===== src/rtl/timer_device_if.sv =====
`default_nettype none
// ============================================================================
// Module      : timer_device_if
// Description : Word-addressed load/store bus between the bridge and the
//               countdown timer, plus the timer's interrupt request line.
//               Addr - word offset (0=CTRL, 1=PRESET, 2=COUNT, 3=reserved)
//               WE   - store strobe, sampled on the rising clock edge
//               DIn  - store data
//               DOut - load data, combinational from Addr
//               IRQ  - interrupt request towards CP0 HWInt[2]
// Revision    : 1.0 - initial release
// ============================================================================
interface timer_device_if;
    logic [1:0]  Addr;
    logic        WE;
    logic [31:0] DIn;
    logic [31:0] DOut;
    logic        IRQ;

    // Bridge / CPU side
    modport master (
        output Addr,
        output WE,
        output DIn,
        input  DOut,
        input  IRQ
    );

    // Timer side
    modport slave (
        input  Addr,
        input  WE,
        input  DIn,
        output DOut,
        output IRQ
    );
endinterface
`default_nettype wire


===== src/rtl/timer_device.sv =====
`default_nettype none
// ============================================================================
// Module      : timer_device
// Description : Memory-mapped countdown timer with one-shot and auto-reload
//               modes driving a single interrupt line.
//               clk  - system clock, rising edge
//               rst  - asynchronous reset, active-high
//               bus  - timer_device_if.slave (Addr, WE, DIn, DOut, IRQ)
//               Register map (word offsets):
//                 0 CTRL   [0]=En [2:1]=Mode [3]=IM, upper bits read 0
//                 1 PRESET CNT_W bits, zero-extended on read
//                 2 COUNT  read-only
//                 3 reserved, reads 0
// Revision    : 1.0 - initial release
// ============================================================================
module timer_device #(
    parameter int               CNT_W      = 32,
    parameter logic [CNT_W-1:0] PRESET_RST = '0
) (
    input  wire logic     clk,
    input  wire logic     rst,
    timer_device_if.slave bus
);

    localparam logic [1:0]       c_addr_ctrl   = 2'd0;
    localparam logic [1:0]       c_addr_preset = 2'd1;
    localparam logic [1:0]       c_addr_count  = 2'd2;
    localparam logic [1:0]       c_mode_reload = 2'b01;
    localparam logic [CNT_W-1:0] c_one         = CNT_W'(1);

    typedef enum logic [1:0] {
        ST_IDLE = 2'd0,
        ST_LOAD = 2'd1,
        ST_CNT  = 2'd2,
        ST_INT  = 2'd3
    } state_t;

    state_t           r_state;
    logic             r_en;
    logic [1:0]       r_mode;
    logic             r_im;
    logic [CNT_W-1:0] r_preset;
    logic [CNT_W-1:0] r_count;
    logic             r_irq_flag;

    logic [31:0]      w_dout;
    logic             w_autoreload;

    // Mode 1x is deliberately folded into one-shot.
    assign w_autoreload = (r_mode == c_mode_reload);

    always_ff @(posedge clk or posedge rst) begin
        if (rst) begin
            r_state    <= ST_IDLE;
            r_en       <= 1'b0;
            r_mode     <= 2'b00;
            r_im       <= 1'b0;
            r_preset   <= PRESET_RST;
            r_count    <= '0;
            r_irq_flag <= 1'b0;
        end else begin
            case (r_state)
                ST_IDLE: begin
                    if (r_en) begin
                        r_state <= ST_LOAD;
                    end
                end
                ST_LOAD: begin
                    r_count <= r_preset;
                    r_state <= ST_CNT;
                end
                ST_CNT: begin
                    if (!r_en) begin
                        r_state <= ST_IDLE;
                    end else if (r_count > c_one) begin
                        r_count <= r_count - c_one;
                    end else begin
                        // COUNT of 0 or 1 both terminate, so PRESET=0 acts as 1.
                        r_count    <= '0;
                        r_irq_flag <= 1'b1;
                        r_state    <= ST_INT;
                    end
                end
                ST_INT: begin
                    if (w_autoreload) begin
                        r_irq_flag <= 1'b0;
                    end else begin
                        r_en <= 1'b0;
                    end
                    r_state <= ST_IDLE;
                end
                default: begin
                    r_state <= ST_IDLE;
                end
            endcase

            // CPU stores come after the FSM so they override its En clear
            // and its flag set at the same edge.
            if (bus.WE) begin
                case (bus.Addr)
                    c_addr_ctrl: begin
                        r_en       <= bus.DIn[0];
                        r_mode     <= bus.DIn[2:1];
                        r_im       <= bus.DIn[3];
                        r_irq_flag <= 1'b0;
                    end
                    c_addr_preset: begin
                        r_preset   <= bus.DIn[CNT_W-1:0];
                        r_irq_flag <= 1'b0;
                    end
                    default: begin
                        // COUNT and the reserved offset ignore stores.
                    end
                endcase
            end
        end
    end

    always_comb begin
        w_dout = 32'd0;
        case (bus.Addr)
            c_addr_ctrl:   w_dout = {28'd0, r_im, r_mode, r_en};
            c_addr_preset: w_dout = 32'(r_preset);
            c_addr_count:  w_dout = 32'(r_count);
            default:       w_dout = 32'd0;
        endcase
    end

    assign bus.DOut = w_dout;
    // IM gates only the output; the flag itself still sets while masked.
    assign bus.IRQ  = r_irq_flag & r_im;

endmodule
`default_nettype wire


===== src/flat_wrapper.sv =====
// flat-port wrapper written by rule: the top's interface ports become plain ports
module timer_device_flat 
#(
    parameter int               CNT_W      = 32,
    parameter logic [CNT_W-1:0] PRESET_RST = '0
)
  (clk, rst, bus_Addr, bus_WE, bus_DIn, bus_DOut, bus_IRQ);
  timer_device_if bus_i ();
  input  wire logic clk;
  input  wire logic rst;
  input wire logic [$bits(bus_i.Addr)-1:0] bus_Addr;
  input wire logic [$bits(bus_i.WE)-1:0] bus_WE;
  input wire logic [$bits(bus_i.DIn)-1:0] bus_DIn;
  output wire logic [$bits(bus_i.DOut)-1:0] bus_DOut;
  output wire logic [$bits(bus_i.IRQ)-1:0] bus_IRQ;
  assign bus_i.Addr = bus_Addr;
  assign bus_i.WE = bus_WE;
  assign bus_i.DIn = bus_DIn;
  assign bus_DOut = bus_i.DOut;
  assign bus_IRQ = bus_i.IRQ;
  timer_device #(.CNT_W(CNT_W), .PRESET_RST(PRESET_RST)) u_core (.clk(clk), .rst(rst), .bus(bus_i));
endmodule

===== config.mk =====
export PLATFORM = sky130hd
export DESIGN_NAME = timer_device_flat
export DESIGN_NICKNAME = d
export VERILOG_FILES = /design/src/rtl/timer_device_if.sv /design/src/rtl/timer_device.sv /design/src/flat_wrapper.sv
export SDC_FILE = /design/constraint.sdc
export NUM_CORES = 1
export LEC_CHECK = 0
export CORE_MARGIN = 1.5
export CORE_UTILIZATION = 25
export CTS_BUF_LIST = sky130_fd_sc_hd__clkbuf_4 sky130_fd_sc_hd__clkbuf_8 sky130_fd_sc_hd__clkbuf_16
export DETAILED_ROUTE_END_ITERATION = 10
export GPL_ROUTABILITY_DRIVEN = 0
export PLACE_DENSITY = 0.48
export SETUP_SLACK_MARGIN = 0.02
export SLEW_MARGIN = 20
export SYNTH_ARGS = -nofsm -noshare
export SYNTH_HDL_FRONTEND = slang
export SYNTH_SLANG_ARGS = --single-unit

===== constraint.sdc =====
create_clock -name clk -period 3.8 [get_ports clk]
set_input_delay 0.76 -clock clk [delete_from_list [all_inputs] [get_ports clk]]
set_output_delay 0.76 -clock clk [all_outputs]
set_load 0.03 [all_outputs]

==> results.cfg <==
[logic_synthesis]
synth_top_family_by_area = compound AO/OA/AOI/OAI gates
synth.area.mux_share_pct = 11.3
yosys_register_bits = 71
ys_seq_area_share_pct = 43.4
synth_simple_gate_area_share_pct = 18.7
synth_top_area_cell = dfrtp_1
synth_ff_type = dfrtp_1
synth_adder_area_share_pct = 0.612
async_reset_ff_share_pct = 100
synth_edf_count = 0
synth_compound_area_share_pct = 21.5
syn-instance-count = 421
yosysWarnings = 0
synthXorXnorAreaFrac_pct = 0
syn_avg_cell_area_um2 = 9.72
syn-cell-area_mm2 = 0.00409
yosysTopAreaCellShare_pct = 43.4
synthTopCellsByArea = dfrtp_1 (43%), mux2_2 (9.6%), a22o_1 (6.9%)
syn-num-nets = 460
synth.distinct_cells = 47

[placed_design]
post-place-ws_ps = 452
dp_hpwl_um = 9090
dp.cells = 695
numPortBuffers = 69

[global_route]
grt_pass1_vias = 3681
overflow = 0
grt_pass1_wl_um = 20700
grt_max_degree = 43
antenna_found_initial = 0
grtUsageTotal_pct = 15.7

[timing]
fin_crit_ps = 3340
max_freq_mhz = 300
layout_setup_ws_ps = 463
slew_viol_final = 0
final-setup-viol-count = 0
fin_tns_setup_ps = 0
tightest_slew_ps = 776
timing.max_slew.rel_slack_pct = 48.2
post-route-period-util_pct = 87.8
hold_viol_final = 0
rsz0062_at_grt = false
clock_skew_ps = 8.38

[finish]
diodes = 0
stdcell_count = 711
final_cell_mix = dfrtp_1 (71), clkdlybuf4s50_1 (50), nand2_1 (39), mux2_2 (35), a22o_1 (32)
multi_input_area_mm2 = 0.00214
seq_area_mm2 = 0.00178
layout-drive-gt1-share_pct = 20.4
n_fill_cell = 1646
nets = 529
area_growth_pct = 34.9
final_common_cell = dfrtp_1

[floorplanning]
io_pins = 70
start_util_pct = 25.7
rows = 46
die_area_mm2 = 0.0171
fp.dieW_um = 131
coreArea_mm2 = 0.0159
die_h_um = 131

[clock_tree]
cts_buffers = 9
worstSkewPairLatency_ps = 330
cts-root-buf = clkbuf_16
htreeDepth = 3
cts_tree = done
cts.repair.resized = 0
clk_pin_slew_worst_paths_ps = 50
holdBufCountCts = 0
cts.sinks = 71
clock_path_buffers = 2
cts_setup_buffers = 0

[detailed_routing]
drt_wl_total_um = 12500
first_pass_iters = 4
num_vias = 3615
ant_nets = 0
wl_per_cell_um = 17.6
drtIter0Drc = 334
vias_per_cell = 5.08
drc = 0

[power]
power.total_mw = 3.76
peakVddDrop_uv = 242
p_seq_share_pct = 36.6
intPower_mw = 2.27
power_leakage_nw = 2.20
power_density_mw_per_mm2 = 681
p_sw_mw = 1.48
pwr-share-comb_pct = 39.1
power_frac_clock_pct = 24.3
switching_share_pct = 39.4

[critical_path]
reg2reg_from = u_core.r_count[27]$_DFFE_PP0P_
crit_fanout = 15
critPathArrivalTime_ps = 2580
worst_setup_path_start_kind = primary input
crit_path_start = bus_Addr[0]
critPathKind = in -> out
end_kind = primary output
worstPathRequired_ps = 3040

[job]
maxCapViolCount = 0

[min_path]
hp-class = reg -> reg
hold_start = u_core.r_preset[18]$_DFFE_PP0P_

[run_status]
status = finished clean
-- flip-flops by register name (all words and copies together) (netlist names) --
signal / flops
u_core.r_count: 32
u_core.r_preset: 32
u_core.r_mode: 2
u_core.r_state: 2
u_core.r_en: 1
u_core.r_im: 1
u_core.r_irq_flag: 1
-- Yosys cell counts, types with 3 or more instances --
cell	number
o21ai_0	19
nand3_1	15
or3_1	5
nor3_1	8
a22o_1	32
clkbuf_1	25
o2111ai_1	3
a21oi_1	8
mux2_2	35
a22oi_1	14
and3_1	4
nand2_1	39
nor4_1	11
buf_2	4
nor2_1	16
inv_1	13
mux2i_1	7
buf_1	5
o41ai_1	7
dfrtp_1	71
nor2b_1	7
o211ai_1	7
nand3b_1	3
o2bb2ai_1	4
nand4_1	12
or4_1	9
a31oi_1	8
nand2b_1	3
-- critical path: stages --
cell             delay, ps
clkdlybuf4s50_1        580
nor2b_2                170
buf_4                  210
a22o_1                 180
clkdlybuf4s50_1        670
-- logic make-up after synthesis --
group	after synthesis
AOI/OAI and AO/OA	117
adders and majority gates	2
buffers and inverters	47
DFF	71
muxes	42
and+or+nand+nor	142
-- routing by layer --
metal	vias to the layer above	global-route usage, %	part of all wire (%)
met5	-	0	0
met4	0	5.82	1.1
met3	10	2.04	5.1
met2	91	25.0	48
met1	1758	21.8	46
li1	1756	-	-
-- path summary, 6_finish.rpt --
| kind | cells past startpoint | end | slack, ps |
|---|---|---|---|
| max in group asynchronous | 3 | u_core.r_count[12]$_DFFE_PP0P_ | 2210 |
| setup / recovery | 5 | bus_DOut[26] | 460 |
| hold / removal | 1 | u_core.r_preset[18]$_DFFE_PP0P_ | 540 |
| setup reg to reg | 6 | u_core.r_count[17]$_DFFE_PP0P_ | 980 |
| min in group asynchronous | 2 | u_core.r_preset[28]$_DFFE_PP0P_ | 880 |
| hold reg to reg | 1 | u_core.r_preset[18]$_DFFE_PP0P_ | 540 |
-- power by group through the flow --
stage	clock, mW	combinational [mW]	sequential, mW
final	0.912	1.47	1.38
after global routing	0.968	1.62	1.43
after CTS	0.941	1.48	1.37
after detailed placement	0	1.48	1.38
after global placement	0	1.46	1.38
after floorplan	0	1.05	1.23
-- stage by stage --
| step | util (%) | area (µm²) | hold WS [ps] |
|---|---|---|---|
| 6_report | 34.6 | 5520 | 537 |
| 3_3_place_gp | 32.5 | 5190 | 517 |
| 5_1_grt | 34.6 | 5520 | 565 |
| 4_1_cts | 34.6 | 5520 | 537 |
| 3_5_place_dp | 32.5 | 5190 | 523 |
| 2_1_floorplan | - | 4090 | 479 |
-- layout make-up --
type	instances	area share, %
Clock buffer	14	5.33
Clock inverter	2	0.635
Inverter	13	0.884
Multi-Input combinational cell	303	38.8
Sequential cell	71	32.2
Tap cell	216	4.90
Timing Repair Buffer	92	17.3
(Power assumes the default switching activity.)
